**src/rtl/byte_lane_unpacker_pkg.sv**
```systemverilog
// Shared types and lane helpers for the byte-enabled word unpacker.
package byte_lane_pkg;

    localparam int LANES      = 2;
    localparam int LANE_W     = 8;
    localparam int LANE_IDX_W = (LANES > 1) ? $clog2(LANES) : 1;

    typedef logic [LANE_IDX_W-1:0] lane_idx_t;
    typedef logic [LANES-1:0]      lane_mask_t;

    typedef enum logic [0:0] {
        IDLE = 1'b0,
        SEND = 1'b1
    } state_t;

    // The last enabled lane visited by the scan wins, so the scan direction sets the priority.
    function automatic lane_idx_t first_lane(input lane_mask_t mask, input logic msb_first);
        lane_idx_t idx;
        idx = '0;
        for (int i = 0; i < LANES; i++) begin
            if (msb_first) begin
                idx = mask[i] ? lane_idx_t'(i) : idx;
            end else begin
                idx = mask[LANES-1-i] ? lane_idx_t'(LANES-1-i) : idx;
            end
        end
        return idx;
    endfunction

    function automatic logic onehot_cnt_le1(input lane_mask_t mask);
        return (mask & (mask - lane_mask_t'(1))) == lane_mask_t'(0);
    endfunction

endpackage

```
**src/rtl/lane_prio_enc.sv**
```systemverilog
// Combinational priority encoder picking the next lane to emit from a lane mask.
module lane_prio_enc #(
    parameter int LANES     = byte_lane_pkg::LANES,
    parameter bit MSB_FIRST = 1'b0
) (
    input  logic [LANES-1:0]          mask,
    output byte_lane_pkg::lane_idx_t  idx,
    output logic                      any
);
    import byte_lane_pkg::*;

    assign idx = first_lane(mask, MSB_FIRST);
    assign any = |mask;

endmodule

```
**src/rtl/byte_lane_unpacker.sv**
```systemverilog
// Serialises the enabled byte lanes of each accepted word into a valid/ready byte stream.
// Define UNPACK_MSB_FIRST_EN to emit lanes highest-index first instead of lowest-index first.
module byte_lane_unpacker #(
    parameter int LANES  = byte_lane_pkg::LANES,
    parameter int LANE_W = byte_lane_pkg::LANE_W,
    localparam int W     = LANES * LANE_W
) (
    input  logic                      clk,
    input  logic                      reset,
    input  logic                      in_valid,
    output logic                      in_ready,
    input  logic [LANES-1:0]          byteena,
    input  logic [W-1:0]              d,
    output logic                      out_valid,
    input  logic                      out_ready,
    output logic [LANE_W-1:0]         q,
    output byte_lane_pkg::lane_idx_t  q_lane,
    output logic                      q_last
);
    import byte_lane_pkg::*;

`ifdef UNPACK_MSB_FIRST_EN
    localparam bit MSB_FIRST = 1'b1;
`else
    localparam bit MSB_FIRST = 1'b0;
`endif

    localparam logic [LANES-1:0] LANE0_BIT = LANES'(1);

    state_t              state_q, state_d;
    logic [W-1:0]        word_q, word_d;
    logic [LANES-1:0]    mask_q, mask_d;
    logic                out_valid_q, out_valid_d;
    logic [LANE_W-1:0]   q_q, q_d;
    lane_idx_t           q_lane_q, q_lane_d;
    logic                q_last_q, q_last_d;

    logic                in_ready_s;
    logic                accept_s;
    logic [LANES-1:0]    mask_rem_s;
    logic [LANES-1:0]    enc_mask_s;
    lane_idx_t           enc_idx_s;
    logic                enc_any_s;
    logic [W-1:0]        src_word_s;
    logic [LANE_W-1:0]   lane_data_s;

    // Upstream is only offered a slot when idle or while the final lane of the held word retires.
    always_comb begin
        in_ready_s = 1'b0;
        if (reset) begin
            in_ready_s = 1'b0;
        end else if (state_q == IDLE) begin
            in_ready_s = 1'b1;
        end else if (out_ready && q_last_q) begin
            in_ready_s = 1'b1;
        end else begin
            in_ready_s = 1'b0;
        end
    end

    assign accept_s    = in_valid && in_ready_s;
    assign mask_rem_s  = mask_q & ~(LANE0_BIT << q_lane_q);
    assign enc_mask_s  = accept_s ? byteena : mask_rem_s;
    assign src_word_s  = accept_s ? d : word_q;
    assign lane_data_s = src_word_s[enc_idx_s*LANE_W +: LANE_W];

    lane_prio_enc #(
        .LANES     (LANES),
        .MSB_FIRST (MSB_FIRST)
    ) u_prio (
        .mask (enc_mask_s),
        .idx  (enc_idx_s),
        .any  (enc_any_s)
    );

    // Next-state logic: load a fresh word, advance to the next lane, or drain back to idle.
    always_comb begin
        state_d     = state_q;
        word_d      = word_q;
        mask_d      = mask_q;
        out_valid_d = out_valid_q;
        q_d         = q_q;
        q_lane_d    = q_lane_q;
        q_last_d    = q_last_q;
        case (state_q)
            IDLE: begin
                if (accept_s && enc_any_s) begin
                    state_d     = SEND;
                    word_d      = d;
                    mask_d      = byteena;
                    out_valid_d = 1'b1;
                    q_d         = lane_data_s;
                    q_lane_d    = enc_idx_s;
                    q_last_d    = onehot_cnt_le1(byteena);
                end else begin
                    state_d = IDLE;
                end
            end
            SEND: begin
                if (!out_ready) begin
                    state_d = SEND;
                end else if (!q_last_q) begin
                    mask_d   = mask_rem_s;
                    q_d      = lane_data_s;
                    q_lane_d = enc_idx_s;
                    q_last_d = onehot_cnt_le1(mask_rem_s);
                end else if (accept_s && enc_any_s) begin
                    word_d      = d;
                    mask_d      = byteena;
                    out_valid_d = 1'b1;
                    q_d         = lane_data_s;
                    q_lane_d    = enc_idx_s;
                    q_last_d    = onehot_cnt_le1(byteena);
                end else begin
                    state_d     = IDLE;
                    out_valid_d = 1'b0;
                    word_d      = '0;
                    mask_d      = '0;
                end
            end
            default: begin
                state_d     = IDLE;
                out_valid_d = 1'b0;
            end
        endcase
    end

    // State and output registers with synchronous reset.
    always_ff @(posedge clk) begin
        if (reset) begin
            state_q     <= IDLE;
            word_q      <= '0;
            mask_q      <= '0;
            out_valid_q <= 1'b0;
            q_q         <= '0;
            q_lane_q    <= '0;
            q_last_q    <= 1'b0;
        end else begin
            state_q     <= state_d;
            word_q      <= word_d;
            mask_q      <= mask_d;
            out_valid_q <= out_valid_d;
            q_q         <= q_d;
            q_lane_q    <= q_lane_d;
            q_last_q    <= q_last_d;
        end
    end

    assign in_ready  = in_ready_s;
    assign out_valid = out_valid_q;
    assign q         = q_q;
    assign q_lane    = q_lane_q;
    assign q_last    = q_last_q;

endmodule

```
**config.mk**
```make
export PLATFORM = sky130hd
export DESIGN_NAME = byte_lane_unpacker
export DESIGN_NICKNAME = d
export VERILOG_FILES = /design/src/rtl/byte_lane_unpacker_pkg.sv /design/src/rtl/lane_prio_enc.sv /design/src/rtl/byte_lane_unpacker.sv
export SDC_FILE = /design/constraint.sdc
export NUM_CORES = 1
export LEC_CHECK = 0
export ABC_AREA = 0
export CORE_ASPECT_RATIO = 1.75
export CORE_MARGIN = 5
export CORE_UTILIZATION = 40
export DETAILED_ROUTE_END_ITERATION = 10
export GPL_TIMING_DRIVEN = 0
export PLACE_DENSITY = 0.73
export SYNTH_ARGS = -nofsm -noshare
export SYNTH_HDL_FRONTEND = slang
export SYNTH_SLANG_ARGS = --single-unit
```
**constraint.sdc**
```tcl
create_clock -name clk -period 1.85 [get_ports clk]
set_input_delay 0.2775 -clock clk [delete_from_list [all_inputs] [get_ports clk]]
set_output_delay 0.2775 -clock clk [all_outputs]
set_load 0.05 [all_outputs]
```
# Word-level counts from Yosys, hierarchy flattened
# Cells that the tools add are included.
# op_classes
shifts	2
n_eq_ne	3
n_bitwise	5
muxes	38
add_sub_neg	2
reduce_logical	8
# ops
cell	n
$mux 16	5
$pmux 16 s2	1
$mux 8	3
$mux 1	18
$pmux 8 s2	1
$shiftx 16x5->8	1
$mux 2	5
$pmux 1 s2	4
$and 2x2->2	3
$logic_not 2->1	2
$ne 2x1->1 const B	2
$pmux 2 s2	1
$sub 2x1->2 const B	2
$logic_and 1x1->1	3
$reduce_and 3->1	1
$ne 2x2->1 const B	1
$not 2->2	1
$reduce_and 2->1	1
$reduce_or 2->1	1
$shl 1x1->2 const A	1
$not 1->1	1
# totals
output_inout_bits	12
in_bits	22
register_bits	30

# Logic depth before layout (Yosys ltp)
# Gate-level depths: netlist of run 1.
# depth
depth_word	13
depth_mapped	7
mapped_depth_nobuf	4

# Modules after synthesis
# From an unflattened synthesis of run 1, not the netlist that was laid out.
# hier_totals
hier_cells	124
area_unflattened_um2	1327.5
# modules_own_cells
module	instances	cells_each	area_per_inst_um2
byte_lane_unpacker	1	122	1315.0
lane_prio_enc	1	2	12.5

# Worst setup path after synthesis of run 1
# No wires, ideal clock.
# synth_path
path_type	reg-to-output
startpoint	register q_last_q (netlist: q_last)
endpoint	output in_ready
t_required_ns	1.572
n_path_buf	0
arrival_time_ns	1.571
path_stages_with_launch	3
setup_slack_ns	0.001
cell_sequence	dfxtp_1 a21boi_4 nor2_1
# synth_via
elab_chain_cells	4
# synth_rtl
element	line	text
start: declaration	byte_lane_unpacker.sv:36	logic q_last_q, q_last_d;
start signal: assignment	byte_lane_unpacker.sv:145	q_last_q <= q_last_d;
$logic_and 1x1->1	byte_lane_unpacker.sv:54	end else if (out_ready && q_last_q) begin
$mux 1	byte_lane_unpacker.sv:54	
$mux 1	byte_lane_unpacker.sv:52	end else if (state_q == IDLE) begin
$mux 1	byte_lane_unpacker.sv:50	if (reset) begin
end: declaration	byte_lane_unpacker.sv:11	output logic in_ready,
# No other way between the ends.

# Final worst setup path of run 1
# layout_path
startpoint	register q_lane_q (netlist: q_lane)
endpoint	output q_lane
# layout_lines
element	line	text
start: declaration	byte_lane_unpacker.sv:35	lane_idx_t q_lane_q, q_lane_d;
start signal: assignment	byte_lane_unpacker.sv:144	q_lane_q <= q_lane_d;
end: declaration	byte_lane_unpacker.sv:17	output byte_lane_pkg::lane_idx_t q_lane,
# No word-level cell between the ends.

==> metrics.md, run 1 <==
| Metric | Value |
|---|---|
| Worst vdd ir | `0.523 mV` |
| I/O Buffers | `33` |
| Die Footprint | `5080 sq um` |
| Syn. warnings | `0` |
| Mapped Area | `around 1500 sq um` |
| Mapped Cells | `144` |
| Final Skew | `0.00354 ns` |
| Post-synthesis mux area share | `16.2%` |
| Critical path cell sequence | `clkdlybuf4s50_1` |
| Post-synth cell types | `35` |
| Crit-path max cell delay | `0.82 ns` |
| Vias | `around 1200` |
| HPWL reported at the end of detailed placement | `between 2 and 3 mm` |
| Critical path arrival | `1.48 ns` |
| Drt pass-1 iters | `4` |
| Critical path fanouts, max | `4` |
| CTS Hold Bufs | `0` |
| Max-Cap Viols | `0` |
| Final Cycle Share | `95.1%` |
| Tightest Pin Transition | `about 0.5 ns` |
| DP Cell Count | `223` |
| Pin count of the biggest net entering global routing | `11` |
| Crit Path Category | `flop to primary output` |
| DP Worst Slack | `-0.923 ns` |
| Power Dens Cells | `just under 800 nW/um^2` |
| Layout cell share with drive strength beyond 1 | `20.0%` |
| Num CTS Buffers | `5` |
| CTS clock-pin slew for the worst setup and hold paths | `around 0.06 ns` |
| GRT met1 Usage | `~16%` |
| Top-area cell type share of the netlist area | `a little under 40%` |
| Die Wd | `about 56 um` |
| Post-synthesis sequential area ratio | `39.1%` |
| Number of antenna violations at the first check in global routing | `0` |
| Syn Area/Cell | `10.3 sq um` |
| Max Root-Sink Buffers | `2` |
| Run status | `finished, final reports clean` |
| Max Clock Freq | `568 MHz` |
| Sink Count | `29` |
| Util after Layout | `~55%` |
| Busiest grt layer | `met2` |
| GPL Wtd Cong | `0.718` |
| Dominant cells by area after synthesis | `dfxtp_1, mux2i_1, a22oi_2, nor2_1, a22o_1` |
| Wire per inst | `between 15 and 20 um` |
| Yosys top cell by area | `dfxtp_1` |
| Root buffer cell | `clkbuf_8` |
| Via/cell ratio | `~5.3` |
| Top_reg_cell synth | `dfxtp_1` |
| Htree depth | `2` |
| Pins Over Slew Limit | `0` |
| Simple-Gate Fraction of Synth Area | `15.5%` |
| # DRC | `0` |
| Final worst setup slack | `roughly 0.09 ns` |
| CP Data Required Time | `~1.6 ns` |
| Overall routing resource usage | `15.6%` |
| Final number of setup-violating endpoints | `0` |
| Syn Nets | `166` |
| Overall routed net length | `around 3.7 mm` |
| Setup Buffers After CTS | `0` |
| Met2 Use GR | `28.8%` |
| Final Critical Period | `approximately 1.8 ns` |
| # rows | `29` |
| Buf/Inv on CP | `1` |
| RSZ-0062 raised after global routing | `false` |
| Complex-gate fraction of the synthesized area | `22.7%` |
| Final Hold Viols | `0` |
| Crit start category | `flop` |
| Post-synth EDFFs | `0` |
| Cell family with most CP delay | `buffers and inverters` |
| Share of flip-flops with an asynchronous set or reset | `0%` |
| First-pass GRT wire length | `around 6.3 mm` |
| Vias in the first global route | `1305` |
| Fin nets | `206` |
| Clk_lat worst skew | `about 0.28 ns` |
| XOR/XNOR share of the synthesized area | `0%` |
| Met3 Use GR | `4.15%` |
| Main combinational cell family by area after synthesis | `compound AO/OA/AOI/OAI gates` |
| Critical path endpoint category | `primary output` |
| Hold crit path type | `input port to flop` |
| ANT nets after route | `0` |
| Yosys reg bits | `29` |
| Layout area overhead | `33.8%` |
| Die Height | `around 90 um` |
| N_diodes | `0` |
| Initial core utilization | `41.0%` |
| DR iter-0 viols | `37` |
| Total grt overflow | `0` |
| Critical-path top delay cell | `clkdlybuf4s50_1` |
| Area share of fa/ha/maj cells after synthesis | `0%` |
| Core Box Area | `~3600 sq um` |
| Final Non-Filler Cells | `231` |
| Relative slew slack | `around 66%` |
| Pleak | `roughly 0.00075 uW` |
| # IOs | `34` |
| CTS tree | `built` |
[synthesized netlist by cell type (2+ instances only)]
cell,number
mux2i_1,24
and2b_1,2
a21oi_1,2
a22oi_2,10
dfxtp_1,29
a22oi_1,6
buf_6,5
a22o_1,8
inv_1,2
clkbuf_1,3
nor2_1,20
buf_2,3
nor2b_1,8
[power breakdown]
part	internal, uW	total, uW	switching, uW
clock	335	560	225
combinational	154	334	180
sequential	655	676	20.3
total	1140	1570	425
[sequential cells by signal (all words and copies together) (netlist names)]
name       count
word_q        16
q              8
mask_q         1
out_valid      1
q_lane         1
q_last         1
state_q        1
[repair_timing]
action / in CTS / in global routing
pin swaps: 0 / 0
gates resized for setup: 12 / 1
endpoints found under the setup margin: 2 / 1
[placed cells by master, fill, tap and decap left out, types with 3 or more instances in the layout]
master	n
a22oi_2	10
dfxtp_1	29
mux2i_1	24
buf_6	5
clkdlybuf4s50_1	30
buf_2	3
nor2_1	20
nor2b_1	8
a22o_1	8
clkbuf_8	8
a22oi_1	6
[layer usage]
metal | wire length, um | vias to the layer above
met1 | 1430 | 590
met3 | 131 | 6
met2 | 2020 | 30
met4 | 85 | 0
li1 | - | 597
met5 | 0 | -
[final cells by class]
class,count,area [sq um]
sequential,29,581
buffer,12,104
fill,334,1640
multi-input combinational,101,808
clock inverter,1,5.00
inverter,2,7.51
timing repair buffer,33,329
tap,46,57.6
clock buffer,7,96.3
[per-stage QoR]
| step | area [sq um] | hold WS [ns] | TNS, ns | total power [uW] |
|---|---|---|---|---|
| 2_1_floorplan | 1490 | 0.375 | 0 | 898 |
| 3_3_place_gp | 1870 | 0.480 | -2.73 | 1010 |
| 3_5_place_dp | 1870 | 0.486 | -3.42 | 1020 |
| 4_1_cts | 1990 | 0.505 | 0 | 1590 |
| 5_1_grt | 1990 | 0.507 | 0 | 1640 |
| 6_report | 1990 | 0.475 | 0 | 1570 |
[logic make-up after synthesis]
| kind of cell | after synthesis |
|---|---|
| simple gates | 41 |
| compound gates | 36 |
| flops | 29 |
| mux | 24 |
| buf+inv | 14 |
[worst paths after layout]
| check | startpoint | end | slack (ns) | cells past startpoint |
|---|---|---|---|---|
| max | q_lane | q_lane | 0.09 | 1 |
| min | reset | q[0] | 0.47 | 3 |
| max reg2reg | state_q | word_q[5] | 0.31 | 6 |
| min reg2reg | word_q[6] | word_q[6] | 0.50 | 2 |
(Power assumes the default switching activity.)
==> run 2, diff against run 1 <==
Settings changed: CTS_BUF_LIST from default to sky130_fd_sc_hd__clkbuf_4 sky130_fd_sc_hd__clkbuf_8 sky130_fd_sc_hd__clkbuf_16, HOLD_SLACK_MARGIN from default to 0.05.
==> results of run 2 <==
Final layout, timing and power as in run 1 (identical DEF).
==> run 3, diff against run 2 <==
Settings changed: CELL_PAD_IN_SITES_DETAIL_PLACEMENT from default to 0, CELL_PAD_IN_SITES_GLOBAL_PLACEMENT from default to 1, CORE_UTILIZATION 40 to 38, PLACE_DENSITY 0.73 to 0.86, SKIP_CTS_REPAIR_TIMING from default to 1, SLEW_MARGIN from default to 20.
==> run 3 against run 2 <==
Against the previous run:
- sequential power about the same
- sequential cell count unchanged
- first-iteration DRC count down 62%
- die area up 4.5%
- global-route usage down 0.98 points
- core utilization down 3.2 points
- worst hold slack better by 0.024 ns
- critical path depth unchanged
- via count unchanged
- power down 2.1%
- maximum frequency up 1.1%
==> metrics.md, run 3 (same netlist as run 1, synthesis figures left out) <==
| Metric | Value |
|---|---|
| Max Root-Sink Buffers | `2` |
| # rows | `30` |
| Via/cell ratio | `5.27` |
| Hold Path End | `q_lane` |
| Die Footprint | `around 5300 sq um` |
| RR Endpoint | `word_q[4]` |
| Number of antenna violations at the first check in global routing | `0` |
| Overall routed net length | `between 3 and 4 mm` |
| Pleak | `0.000753 uW` |
| Max-Cap Viols | `0` |
| CTS clock-pin slew for the worst setup and hold paths | `0.06 ns` |
| Crit Path Category | `flop to primary output` |
| Wire per inst | `15.6 um` |
| DR iter-0 viols | `14` |
| Register area | `581 sq um` |
| Most common cell after layout, fill and taps aside | `clkdlybuf4s50_1` |
| Worst Hold Launch | `q_lane` |
| Worst flop-to-flop path startpoint | `state_q` |
| N_diodes | `0` |
| Htree depth | `2` |
| I/O Buffers | `33` |
| Hold Path Cell Cnt | `2` |
| Critical path arrival | `between 1 and 1.5 ns` |
| Overall routing resource usage | `14.7%` |
| Tightest Pin Transition | `0.502 ns` |
| Buf/Inv on CP | `1` |
| Die Height | `92.7 um` |
| RSZ-0062 raised after global routing | `false` |
| Run status | `finished, final reports clean` |
| Core Box Area | `roughly 3800 sq um` |
| Fin nets | `between 200 and 250` |
| Vias in the first global route | `1265` |
| Placement Cell Area | `1880 sq um` |
| Reg with most FFs | `word_q` |
| Reg-to-reg setup timing slack | `0.28 ns` |
| Pin count of the biggest net entering global routing | `11` |
| Sink Count | `29` |
| Total grt overflow | `0` |
| CTS tree | `built` |
| Clk_lat worst skew | `0.28 ns` |
| Crit-path max cell delay | `0.82 ns` |
| GPL Wtd Cong | `0.775` |
| Initial core utilization | `38.8%` |
| ANT nets after route | `0` |
| Final Hold Slack | `0.499 ns` |
| Power Dens Cells | `777 nW/um^2` |
| First-pass GRT wire length | `5.96 mm` |
| # DRC | `0` |
| Layout area overhead | `33.0%` |
| Fill count | `379` |
| Critical path fanouts, max | `4` |
| HPWL reported at the end of detailed placement | `roughly 2.7 mm` |
| Final Cycle Share | `94.1%` |
| Final number of setup-violating endpoints | `0` |
| Cell family with most CP delay | `buffers and inverters` |
| Die Wd | `57.3 um` |
| Max FFs per register | `16` |
| Reg2Reg Depth | `6` |
| Util after Layout | `51.6%` |
| Final Skew | `0.0111 ns` |
| Critical path endpoint category | `primary output` |
| Crit start category | `flop` |
| CP Data Required Time | `1.57 ns` |
| Most frequent cells in the layout | `clkdlybuf4s50_1, dfxtp_1, mux2i_1, nor2_1, a22oi_2` |
| Layout cell share with drive strength beyond 1 | `about a fifth` |
| Multi-input gate area | `slightly above 800 sq um` |
| Hold crit path type | `flop to flop` |
| Num CTS Buffers | `5` |
| Root buffer cell | `clkbuf_8` |
| Worst vdd ir | `0.473 mV` |
| Pins Over Slew Limit | `0` |
| Max Clock Freq | `574 MHz` |
| Final Hold Viols | `0` |
| # IOs | `34` |
| Critical-path top delay cell | `clkdlybuf4s50_1` |
| Relative slew slack | `66.4%` |
| Final Critical Period | `1.74 ns` |
| Vias | `1223` |
| Fin area | `1980 sq um` |
| Drt pass-1 iters | `4` |
| Critical path cell sequence | `clkdlybuf4s50_1` |
## run 3: where the power goes
group | switching (uW) | internal (uW)
logic | 179 | 154
clock network | 220 | 309
registers | 19.6 | 655
total | 419 | 1120
## run 3: layer usage
metal,global-route usage [%],up-vias,part of all wire [%]
met3,4.46,9,4.9
met1,14.7,578,39
met5,0,-,0
li1,-,598,-
met4,7.16,0,2.4
met2,26.5,38,54
## run 3: final cells by class
| type | instances | area share [%] |
|---|---|---|
| well taps | 48 | 3.04 |
| inverters | 2 | 0.380 |
| clock buffers | 7 | 4.56 |
| multi-input cells | 101 | 40.9 |
| plain buffers | 12 | 4.94 |
| repair buffers | 33 | 16.8 |
| flip-flops and latches | 29 | 29.4 |
## run 3: how the worst max path moves through the flow
| stage | startpoint | slack [ns] | depth (start not counted) | endpoint |
|---|---|---|---|---|
| 6_report | q_lane | 0.11 | 1 | q_lane |
| 5_1_grt | q_lane | 0.03 | 1 | q_lane |
| 4_1_cts | reset | -0.91 | 5 | in_ready |
| 3_5_place_dp | reset | -0.88 | 5 | in_ready |
| 3_3_place_gp | reset | -0.89 | 5 | in_ready |
| 2_1_floorplan | q_last | 0.001 | 2 | in_ready |
## run 3: per-stage QoR
stage	power, uW	TNS [ns]	setup WS (ns)	instances
global route	1600	0	0.0320	232
detailed placement	1020	-3.73	-0.884	225
finish	1540	0	0.109	232
global placement	1020	-3.36	-0.888	225
floorplan	898	0	0.00119	144
CTS	1560	-0.949	-0.912	232
## run 3: worst reg2reg max path, stage by stage (launching register included)
cell and delay [ns]:
dfxtp_1 0.30, buf_4 0.15, a21boi_4 0.17, nor3_4 0.45
buf_6 0.24, a22oi_2 0.09, nor2_1 0.10
